===== src/rtl/sc_usb_pkg.sv =====
// Shared USB host types and constants: token PIDs, transaction-scheduler state
// encoding and the packet-TX field bundle.
package sc_usb_pkg;

    localparam logic [3:0] tokenOut   = 4'b0001;
    localparam logic [3:0] tokenIn    = 4'b1001;
    localparam logic [3:0] tokenSof   = 4'b0101;
    localparam logic [3:0] tokenSetup = 4'b1101;

    localparam int UTS_FRAME_NUM_W = 11;

    typedef logic [0:0] utsState_t;
    localparam utsState_t UTS_IDLE = 1'b0;
    localparam utsState_t UTS_WAIT = 1'b1;

    typedef struct packed {
        logic [3:0]                 pid;
        logic [6:0]                 adr;
        logic [3:0]                 epn;
        logic [7:0]                 dat;
        logic [UTS_FRAME_NUM_W-1:0] num;
    } utsTxFields_t;

endpackage


===== src/rtl/sc_scbc_uts_if.sv =====
// Requester bundle plus packet-TX handshake shared by the transaction scheduler.
// The slave modport is the scheduler's view; master is the environment's view.
interface sc_scbc_uts_if
    import sc_usb_pkg::*;
#(
    parameter int NREQ = 4
);
    logic [NREQ-1:0]                  REQ_VALID;
    logic [NREQ*4-1:0]                REQ_PID;
    logic [NREQ*7-1:0]                REQ_ADR;
    logic [NREQ*4-1:0]                REQ_EPN;
    logic [NREQ*8-1:0]                REQ_DAT;
    logic [NREQ*UTS_FRAME_NUM_W-1:0]  REQ_NUM;
    logic [NREQ-1:0]                  REQ_GRANT;
    logic [NREQ-1:0]                  REQ_DONE;
    logic [NREQ-1:0]                  REQ_ERR;

    logic                             PKT_TX_START;
    logic                             PKT_TX_COMP;
    logic [3:0]                       PKT_TX_PID;
    logic [6:0]                       PKT_TX_ADR;
    logic [3:0]                       PKT_TX_EPN;
    logic [7:0]                       PKT_TX_DAT;
    logic [UTS_FRAME_NUM_W-1:0]       PKT_TX_NUM;

    modport slave (
        input  REQ_VALID, REQ_PID, REQ_ADR, REQ_EPN, REQ_DAT, REQ_NUM, PKT_TX_COMP,
        output REQ_GRANT, REQ_DONE, REQ_ERR,
        output PKT_TX_START, PKT_TX_PID, PKT_TX_ADR, PKT_TX_EPN, PKT_TX_DAT, PKT_TX_NUM
    );

    modport master (
        output REQ_VALID, REQ_PID, REQ_ADR, REQ_EPN, REQ_DAT, REQ_NUM, PKT_TX_COMP,
        input  REQ_GRANT, REQ_DONE, REQ_ERR,
        input  PKT_TX_START, PKT_TX_PID, PKT_TX_ADR, PKT_TX_EPN, PKT_TX_DAT, PKT_TX_NUM
    );

endinterface


===== src/rtl/sc_scbc_uts_rrarb.sv =====
// Combinational round-robin arbiter: picks the first valid requester at or after
// the pointer, wrapping, and reports it both one-hot and as an index.
module sc_scbc_uts_rrarb #(
    parameter  int NREQ  = 4,
    localparam int IDX_W = (NREQ > 1) ? $clog2(NREQ) : 1
) (
    input  logic [NREQ-1:0]  req_valid,
    input  logic [IDX_W-1:0] rr_ptr,
    output logic [NREQ-1:0]  grant_onehot,
    output logic [IDX_W-1:0] grant_idx,
    output logic             grant_any
);

    logic [IDX_W-1:0] cand_idx [NREQ];

    generate
        for (genvar gi = 0; gi < NREQ; gi++) begin : g_cand
            assign cand_idx[gi] = IDX_W'((int'(rr_ptr) + gi) % NREQ);
        end
    endgenerate

    // Scan from the farthest offset down so the nearest valid candidate wins.
    always_comb begin
        grant_onehot = '0;
        grant_idx    = '0;
        grant_any    = 1'b0;
        for (int k = NREQ - 1; k >= 0; k--) begin
            if (req_valid[cand_idx[k]]) begin
                grant_idx = cand_idx[k];
                grant_any = 1'b1;
            end
        end
        if (grant_any) begin
            grant_onehot[grant_idx] = 1'b1;
        end
    end

endmodule


===== src/rtl/sc_scbc_uts.sv =====
// USB host transaction scheduler: shares the packet-TX port between SOF generation
// and NREQ round-robin requesters, with end-of-frame guard and TX completion timeout.
module sc_scbc_uts
    import sc_usb_pkg::*;
#(
    parameter int NREQ         = 4,
    parameter int FRAME_CYCLES = 60000,
    parameter int EOF_GUARD    = 6000,
    parameter int TX_TIMEOUT   = 4096
) (
    input  logic                       ULPICLK,
    input  logic                       ULPIRSTB,
    input  logic                       UPS_OPERATIONAL,
    input  logic                       FT_1MS,
    output logic                       SOF_MISS,
    output logic [UTS_FRAME_NUM_W-1:0] FRAME_NUM,
    sc_scbc_uts_if.slave               bus
);

    localparam int IDX_W = (NREQ > 1) ? $clog2(NREQ) : 1;
    localparam int TMR_W = (FRAME_CYCLES > 1) ? $clog2(FRAME_CYCLES) : 1;
    localparam int TO_W  = (TX_TIMEOUT > 1) ? $clog2(TX_TIMEOUT) : 1;

    localparam logic [TMR_W-1:0] TMR_MAX    = TMR_W'(FRAME_CYCLES - 1);
    localparam logic [TMR_W-1:0] OPEN_LIMIT = TMR_W'(FRAME_CYCLES - EOF_GUARD);
    localparam logic [TO_W-1:0]  TO_LAST    = TO_W'(TX_TIMEOUT - 1);

    utsState_t                  state_q, state_d;
    logic                       sof_pend_q, sof_pend_d;
    logic                       sof_seen_q, sof_seen_d;
    logic                       sof_miss_q, sof_miss_d;
    logic                       start_q, start_d;
    logic                       is_sof_q, is_sof_d;
    logic [TMR_W-1:0]           timer_q, timer_d;
    logic [TO_W-1:0]            to_cnt_q, to_cnt_d;
    logic [IDX_W-1:0]           rr_q, rr_d;
    logic [IDX_W-1:0]           winner_q, winner_d;
    logic [UTS_FRAME_NUM_W-1:0] frame_num_q, frame_num_d;
    utsTxFields_t               tx_q, tx_d;
    logic [NREQ-1:0]            grant_q, grant_d;
    logic [NREQ-1:0]            done_q, done_d;
    logic [NREQ-1:0]            err_q, err_d;

    logic [NREQ-1:0]  arb_onehot;
    logic [IDX_W-1:0] arb_idx;
    logic             arb_any;
    logic [NREQ-1:0]  winner_oh;
    utsTxFields_t     req_slice [NREQ];
    logic             window_open;
    logic             launch_sof;
    logic             launch_data;

    sc_scbc_uts_rrarb #(
        .NREQ (NREQ)
    ) u_rrarb (
        .req_valid    (bus.REQ_VALID),
        .rr_ptr       (rr_q),
        .grant_onehot (arb_onehot),
        .grant_idx    (arb_idx),
        .grant_any    (arb_any)
    );

    generate
        for (genvar gi = 0; gi < NREQ; gi++) begin : g_req
            assign req_slice[gi] = '{
                pid: bus.REQ_PID[4*gi +: 4],
                adr: bus.REQ_ADR[7*gi +: 7],
                epn: bus.REQ_EPN[4*gi +: 4],
                dat: bus.REQ_DAT[8*gi +: 8],
                num: bus.REQ_NUM[UTS_FRAME_NUM_W*gi +: UTS_FRAME_NUM_W]
            };
            assign winner_oh[gi] = (winner_q == IDX_W'(gi));
        end
    endgenerate

    assign window_open = UPS_OPERATIONAL & sof_seen_q & (timer_q < OPEN_LIMIT) & ~sof_pend_q;
    assign launch_sof  = (state_q == UTS_IDLE) & UPS_OPERATIONAL & sof_pend_q;
    assign launch_data = (state_q == UTS_IDLE) & ~launch_sof & window_open & arb_any;

    // Frame timer and SOF bookkeeping run independently of the transaction FSM.
    always_comb begin
        timer_d = timer_q;
        if (FT_1MS) begin
            timer_d = '0;
        end else if (timer_q != TMR_MAX) begin
            timer_d = timer_q + 1'b1;
        end

        sof_pend_d = sof_pend_q;
        sof_miss_d = 1'b0;
        if (launch_sof) begin
            sof_pend_d = 1'b0;
        end
        if (FT_1MS && UPS_OPERATIONAL) begin
            if (sof_pend_q && !launch_sof) begin
                sof_miss_d = 1'b1;
            end
            sof_pend_d = 1'b1;
        end

        sof_seen_d = sof_seen_q | launch_sof;
        if (!UPS_OPERATIONAL) begin
            sof_pend_d = 1'b0;
            sof_seen_d = 1'b0;
        end
    end

    always_comb begin
        state_d     = state_q;
        start_d     = start_q;
        tx_d        = tx_q;
        is_sof_d    = is_sof_q;
        winner_d    = winner_q;
        rr_d        = rr_q;
        to_cnt_d    = to_cnt_q;
        frame_num_d = frame_num_q;
        grant_d     = '0;
        done_d      = '0;
        err_d       = '0;

        case (state_q)
            UTS_IDLE: begin
                if (launch_sof) begin
                    start_d     = 1'b1;
                    tx_d        = '{pid: tokenSof, adr: '0, epn: '0, dat: '0, num: frame_num_q};
                    frame_num_d = frame_num_q + 1'b1;
                    is_sof_d    = 1'b1;
                    to_cnt_d    = '0;
                    state_d     = UTS_WAIT;
                end else if (launch_data) begin
                    start_d  = 1'b1;
                    tx_d     = req_slice[arb_idx];
                    grant_d  = arb_onehot;
                    winner_d = arb_idx;
                    is_sof_d = 1'b0;
                    to_cnt_d = '0;
                    state_d  = UTS_WAIT;
                end
            end

            UTS_WAIT: begin
                to_cnt_d = to_cnt_q + 1'b1;
                // Completion takes precedence over a timeout landing in the same cycle.
                if (bus.PKT_TX_COMP || (to_cnt_q == TO_LAST)) begin
                    start_d = 1'b0;
                    tx_d    = '0;
                    state_d = UTS_IDLE;
                    if (!is_sof_q) begin
                        rr_d = (winner_q == IDX_W'(NREQ - 1)) ? '0 : winner_q + 1'b1;
                        if (bus.PKT_TX_COMP) begin
                            done_d = winner_oh;
                        end else begin
                            err_d = winner_oh;
                        end
                    end
                end
            end

            default: begin
                state_d = UTS_IDLE;
            end
        endcase
    end

    always_ff @(posedge ULPICLK or negedge ULPIRSTB) begin
        if (!ULPIRSTB) begin
            state_q     <= UTS_IDLE;
            sof_pend_q  <= 1'b0;
            sof_seen_q  <= 1'b0;
            sof_miss_q  <= 1'b0;
            start_q     <= 1'b0;
            is_sof_q    <= 1'b0;
            timer_q     <= TMR_MAX;
            to_cnt_q    <= '0;
            rr_q        <= '0;
            winner_q    <= '0;
            frame_num_q <= '0;
            tx_q        <= '0;
            grant_q     <= '0;
            done_q      <= '0;
            err_q       <= '0;
        end else begin
            state_q     <= state_d;
            sof_pend_q  <= sof_pend_d;
            sof_seen_q  <= sof_seen_d;
            sof_miss_q  <= sof_miss_d;
            start_q     <= start_d;
            is_sof_q    <= is_sof_d;
            timer_q     <= timer_d;
            to_cnt_q    <= to_cnt_d;
            rr_q        <= rr_d;
            winner_q    <= winner_d;
            frame_num_q <= frame_num_d;
            tx_q        <= tx_d;
            grant_q     <= grant_d;
            done_q      <= done_d;
            err_q       <= err_d;
        end
    end

    assign SOF_MISS         = sof_miss_q;
    assign FRAME_NUM        = frame_num_q;
    assign bus.REQ_GRANT    = grant_q;
    assign bus.REQ_DONE     = done_q;
    assign bus.REQ_ERR      = err_q;
    assign bus.PKT_TX_START = start_q;
    assign bus.PKT_TX_PID   = tx_q.pid;
    assign bus.PKT_TX_ADR   = tx_q.adr;
    assign bus.PKT_TX_EPN   = tx_q.epn;
    assign bus.PKT_TX_DAT   = tx_q.dat;
    assign bus.PKT_TX_NUM   = tx_q.num;

endmodule


===== src/flat_wrapper.sv =====
// flat-port wrapper written by rule: the top's interface ports become plain ports
module sc_scbc_uts_flat import sc_usb_pkg::*;
#(
    parameter int NREQ         = 4,
    parameter int FRAME_CYCLES = 60000,
    parameter int EOF_GUARD    = 6000,
    parameter int TX_TIMEOUT   = 4096
)
  (ULPICLK, ULPIRSTB, UPS_OPERATIONAL, FT_1MS, SOF_MISS, FRAME_NUM, bus_REQ_VALID, bus_REQ_PID, bus_REQ_ADR, bus_REQ_EPN, bus_REQ_DAT, bus_REQ_NUM, bus_PKT_TX_COMP, bus_REQ_GRANT, bus_REQ_DONE, bus_REQ_ERR, bus_PKT_TX_START, bus_PKT_TX_PID, bus_PKT_TX_ADR, bus_PKT_TX_EPN, bus_PKT_TX_DAT, bus_PKT_TX_NUM);
  sc_scbc_uts_if #(.NREQ(NREQ)) bus_i ();
  input  logic ULPICLK;
  input  logic ULPIRSTB;
  input  logic UPS_OPERATIONAL;
  input  logic FT_1MS;
  output logic SOF_MISS;
  output logic [UTS_FRAME_NUM_W-1:0] FRAME_NUM;
  input wire logic [$bits(bus_i.REQ_VALID)-1:0] bus_REQ_VALID;
  input wire logic [$bits(bus_i.REQ_PID)-1:0] bus_REQ_PID;
  input wire logic [$bits(bus_i.REQ_ADR)-1:0] bus_REQ_ADR;
  input wire logic [$bits(bus_i.REQ_EPN)-1:0] bus_REQ_EPN;
  input wire logic [$bits(bus_i.REQ_DAT)-1:0] bus_REQ_DAT;
  input wire logic [$bits(bus_i.REQ_NUM)-1:0] bus_REQ_NUM;
  input wire logic [$bits(bus_i.PKT_TX_COMP)-1:0] bus_PKT_TX_COMP;
  output wire logic [$bits(bus_i.REQ_GRANT)-1:0] bus_REQ_GRANT;
  output wire logic [$bits(bus_i.REQ_DONE)-1:0] bus_REQ_DONE;
  output wire logic [$bits(bus_i.REQ_ERR)-1:0] bus_REQ_ERR;
  output wire logic [$bits(bus_i.PKT_TX_START)-1:0] bus_PKT_TX_START;
  output wire logic [$bits(bus_i.PKT_TX_PID)-1:0] bus_PKT_TX_PID;
  output wire logic [$bits(bus_i.PKT_TX_ADR)-1:0] bus_PKT_TX_ADR;
  output wire logic [$bits(bus_i.PKT_TX_EPN)-1:0] bus_PKT_TX_EPN;
  output wire logic [$bits(bus_i.PKT_TX_DAT)-1:0] bus_PKT_TX_DAT;
  output wire logic [$bits(bus_i.PKT_TX_NUM)-1:0] bus_PKT_TX_NUM;
  assign bus_i.REQ_VALID = bus_REQ_VALID;
  assign bus_i.REQ_PID = bus_REQ_PID;
  assign bus_i.REQ_ADR = bus_REQ_ADR;
  assign bus_i.REQ_EPN = bus_REQ_EPN;
  assign bus_i.REQ_DAT = bus_REQ_DAT;
  assign bus_i.REQ_NUM = bus_REQ_NUM;
  assign bus_i.PKT_TX_COMP = bus_PKT_TX_COMP;
  assign bus_REQ_GRANT = bus_i.REQ_GRANT;
  assign bus_REQ_DONE = bus_i.REQ_DONE;
  assign bus_REQ_ERR = bus_i.REQ_ERR;
  assign bus_PKT_TX_START = bus_i.PKT_TX_START;
  assign bus_PKT_TX_PID = bus_i.PKT_TX_PID;
  assign bus_PKT_TX_ADR = bus_i.PKT_TX_ADR;
  assign bus_PKT_TX_EPN = bus_i.PKT_TX_EPN;
  assign bus_PKT_TX_DAT = bus_i.PKT_TX_DAT;
  assign bus_PKT_TX_NUM = bus_i.PKT_TX_NUM;
  sc_scbc_uts #(.NREQ(NREQ), .FRAME_CYCLES(FRAME_CYCLES), .EOF_GUARD(EOF_GUARD), .TX_TIMEOUT(TX_TIMEOUT)) u_core (.ULPICLK(ULPICLK), .ULPIRSTB(ULPIRSTB), .UPS_OPERATIONAL(UPS_OPERATIONAL), .FT_1MS(FT_1MS), .SOF_MISS(SOF_MISS), .FRAME_NUM(FRAME_NUM), .bus(bus_i));
endmodule

===== config.mk =====
export PLATFORM = sky130hd
export DESIGN_NAME = sc_scbc_uts_flat
export DESIGN_NICKNAME = d
export VERILOG_FILES = /design/src/rtl/sc_usb_pkg.sv /design/src/rtl/sc_scbc_uts_if.sv /design/src/rtl/sc_scbc_uts_rrarb.sv /design/src/rtl/sc_scbc_uts.sv /design/src/flat_wrapper.sv
export SDC_FILE = /design/constraint.sdc
export NUM_CORES = 1
export LEC_CHECK = 0
export ABC_CLOCK_PERIOD_IN_PS = 3100
export CAP_MARGIN = 20
export CORE_ASPECT_RATIO = 1.1
export CORE_MARGIN = 4
export CORE_UTILIZATION = 46
export CTS_BUF_LIST = sky130_fd_sc_hd__clkbuf_2
export CTS_CLUSTER_SIZE = 30
export DETAILED_ROUTE_END_ITERATION = 12
export PLACE_DENSITY = 0.84
export SLEW_MARGIN = 20
export SYNTH_ARGS = -nofsm -noshare
export SYNTH_HDL_FRONTEND = slang
export SYNTH_HIERARCHICAL = 1
export SYNTH_SLANG_ARGS = --single-unit

===== constraint.sdc =====
create_clock -name ULPICLK -period 3.1 [get_ports ULPICLK]
set_clock_uncertainty 0.1 [all_clocks]
set_input_delay 0.31 -clock ULPICLK [delete_from_list [all_inputs] [get_ports ULPICLK]]
set_output_delay 0.31 -clock ULPICLK [all_outputs]
set_load 0.03 [all_outputs]

==> impl_metrics.env <==
export IMPL_grt_max_degree=63
export IMPL_drv_cap=0
export IMPL_critical_path_class="register to register"
export IMPL_dp_hpwl_um=11900
export IMPL_path_max_fanout=24
export IMPL_wl_per_cell_um=18.6
export IMPL_dieArea_mm2=0.0133
export IMPL_port_buffers=203
export IMPL_row_count=40
export IMPL_path_buf_inv=2
export IMPL_reg2reg_from="u_core/rr_q[0]"
export IMPL_gp_congestion=0.869
export IMPL_crit_top_cell="buf_12"
export IMPL_dieHeight_um=120
export IMPL_dpl_instance_area_mm2=0.00750
export IMPL_io_pins=204
export IMPL_cts_tree="built"
export IMPL_yosys_warnings=6
export IMPL_fin_nets=811
export IMPL_worstPathRequired_ns=3.50
export IMPL_end_kind="register"
export IMPL_clk_pin_slew_ns=0.29
export IMPL_post_cts_buffers=0
export IMPL_fmax_mhz=387
export IMPL_antenna_left=0
export IMPL_power_leakage_nw=3.28
export IMPL_slowest_stage="dfrtp_1"
export IMPL_finalNonFillerCells=812
export IMPL_rsz0062_at_grt="false"
export IMPL_numCtsBuffers=9
export IMPL_core_mm2=0.0111
export IMPL_yosys_register_bits=95
export IMPL_cts_resized=0
export IMPL_rr_worst_depth=8
export IMPL_area_growth_syn_to_layout_pct=44.3
export IMPL_cts_htree_levels=3
export IMPL_cts_sinks=95
export IMPL_cpPeakStageDelay_ns=0.56
export IMPL_final_hold_violation_count=0
export IMPL_mostFrequentLayoutCells="clkdlybuf4s50_1, dfrtp_1, nand2_1"
export IMPL_yosysUniqueCellTypes=56
export IMPL_grt_pass1_vias=4948
export IMPL_postCtsHoldBufs=1
export IMPL_drive_gt1_frac=0.151
export IMPL_outcome="finished, final reports clean"
export IMPL_synth_edf_count=0
export IMPL_min_period_ns=2.58
export IMPL_gr_total_overflow=0
export IMPL_ctsRootBufferMaster="clkbuf_2"
export IMPL_drt_wl_total_um=15100
export IMPL_synth_top_flop_cell="dfrtp_1"
export IMPL_final_common_cell="clkdlybuf4s50_1"
export IMPL_maxSlewHeadroom=0.486
export IMPL_min_path_type="input pin to async pin"
export IMPL_drt_pre_antenna_iters=4
export IMPL_synth_fp_nets=610
export IMPL_clock_latency_ns=0.58
export IMPL_r2r_setup_slack_ns=0.52
export IMPL_report_final_slew_viol_count=0
export IMPL_yosysSeqAreaShare=0.452
export IMPL_remaining_drc_errors=0
export IMPL_placed_cells=794
export IMPL_antenna_found_initial=1
export IMPL_grt_first_pass_wirelength_um=23700
export IMPL_fin_area_mm2=0.00763
export IMPL_r2r_end="u_core/bus.PKT_TX_PID[2]"
export IMPL_syn_area_mm2=0.00529
export IMPL_start_util=0.478
export IMPL_start_kind="register"
export IMPL_dieWidth_um=110
export IMPL_synth_cells=458
export IMPL_power_density_mw_per_mm2=661
export IMPL_syn_avg_cell_area_um2=11.5
export IMPL_setup_worst_path_start="u_core/rr_q[0]"
export IMPL_via_per_inst=5.60
export IMPL_groute_usage_overall=0.231
export IMPL_vias=4549
export IMPL_worst_path_dominant_cell_family="compound AO/OA/AOI/OAI gates"
export IMPL_async_flop_share=1.00
export IMPL_finalSetupTns_ns=0
export IMPL_finalSetupViolations=0
export IMPL_cp_depth=8
export IMPL_path_cells="nor2_1 -> o21bai_1 -> a221oi_4 -> buf_12 -> buf_12 -> mux4_2 -> a21oi_1 -> o21ai_0"
export IMPL_cp_endpoint="u_core/bus.PKT_TX_PID[2]"
export IMPL_ir_drop_mv=0.361
export IMPL_fin_worst_hold_slack_ns=0.207
export IMPL_worstMarginPinSlew_ns=0.771
export IMPL_final_util=0.690
export IMPL_clk_path_buf_depth=2
export IMPL_drt_iter0_markers=223
export IMPL_crit_arrival_ns=2.98
export IMPL_period_share=0.833
==> synth_stat cells, drive strengths merged (12+ instances only) <==
master | count | area [um^2]
mux2i | 19 | 190
dfrtp | 84 | 2100
nand4 | 14 | 93.8
buf | 13 | 90.1
mux2 | 15 | 199
clkbuf | 13 | 48.8
nand2 | 68 | 255
and3 | 13 | 81.3
xnor2 | 12 | 105
o21ai | 15 | 75.1
nand3 | 15 | 75.1
nor2 | 30 | 129
mux4 | 34 | 766
a22o | 14 | 123
==> through the flow <==
step	total power, mW	setup WS, ns
2_1_floorplan	3.45	0.489
3_3_place_gp	4.41	0.299
3_5_place_dp	4.50	0.186
4_1_cts	5.09	0.519
5_1_grt	5.34	0.415
6_report	5.04	0.518
==> routing by layer <==
layer  global-route usage  vias to the layer above  wire [um]
li1                     -                     2089          -
met1                0.264                     2209       5520
met2                0.393                      214       7710
met3               0.0566                       37       1310
met4                0.120                        0        592
met5                    0                        -          0
==> logic make-up after synthesis <==
| logic type | share of synthesized area |
|---|---|
| DFF | 0.452 |
| and+or+nand+nor | 0.172 |
| AOI/OAI and AO/OA | 0.0767 |
| xor gates and xnor gates | 0.0331 |
| muxes | 0.218 |
| buffers and inverters | 0.0305 |
| adders and majority gates | 0.0166 |
==> worst min path at each step <==
stage	depth (start not counted)	slack, ns	to	start
floorplan	0	-0.09	u_core/FRAME_NUM[0]	ULPIRSTB
global placement	1	0.34	u_core/bus.REQ_GRANT[1]	ULPIRSTB
detailed placement	1	0.34	u_core/bus.REQ_GRANT[3]	ULPIRSTB
CTS	2	0.19	u_core/to_cnt_q[10]	ULPIRSTB
global route	2	0.22	u_core/bus.REQ_GRANT[3]	ULPIRSTB
finish	2	0.21	u_core/rr_q[1]	ULPIRSTB
==> power breakdown <==
| part | internal, mW | total (mW) | leakage (nW) | switching (mW) |
|---|---|---|---|---|
| Sequential | 1.52 | 1.76 | 1.23 | 0.246 |
| Combinational | 1.36 | 2.69 | 1.98 | 1.33 |
| Clock | 0.128 | 0.588 | 0.0715 | 0.460 |
| Total | 3.01 | 5.04 | 3.28 | 2.03 |
==> final cells by class <==
class	instances	area, um^2
diodes	1	2.50
well taps	147	184
flip-flops and latches	95	2390
fillers	807	3430
multi-input cells	331	2750
clock buffers	9	45.0
clock inverters	7	67.6
inverters	6	22.5
repair buffers	216	2170
==> registers in the layout (all words and copies together), names as in the netlist, 2 cells and up <==
signal,count
u_core/FRAME_NUM,11
u_core/bus.PKT_TX_ADR,7
u_core/bus.PKT_TX_DAT,8
u_core/bus.PKT_TX_EPN,4
u_core/bus.PKT_TX_NUM,11
u_core/bus.PKT_TX_PID,4
u_core/bus.REQ_DONE,4
u_core/bus.REQ_ERR,4
u_core/bus.REQ_GRANT,4
u_core/rr_q,2
u_core/timer_q,16
u_core/to_cnt_q,12
u_core/winner_q,2
Note: power is estimated with default switching activity, not from simulation.
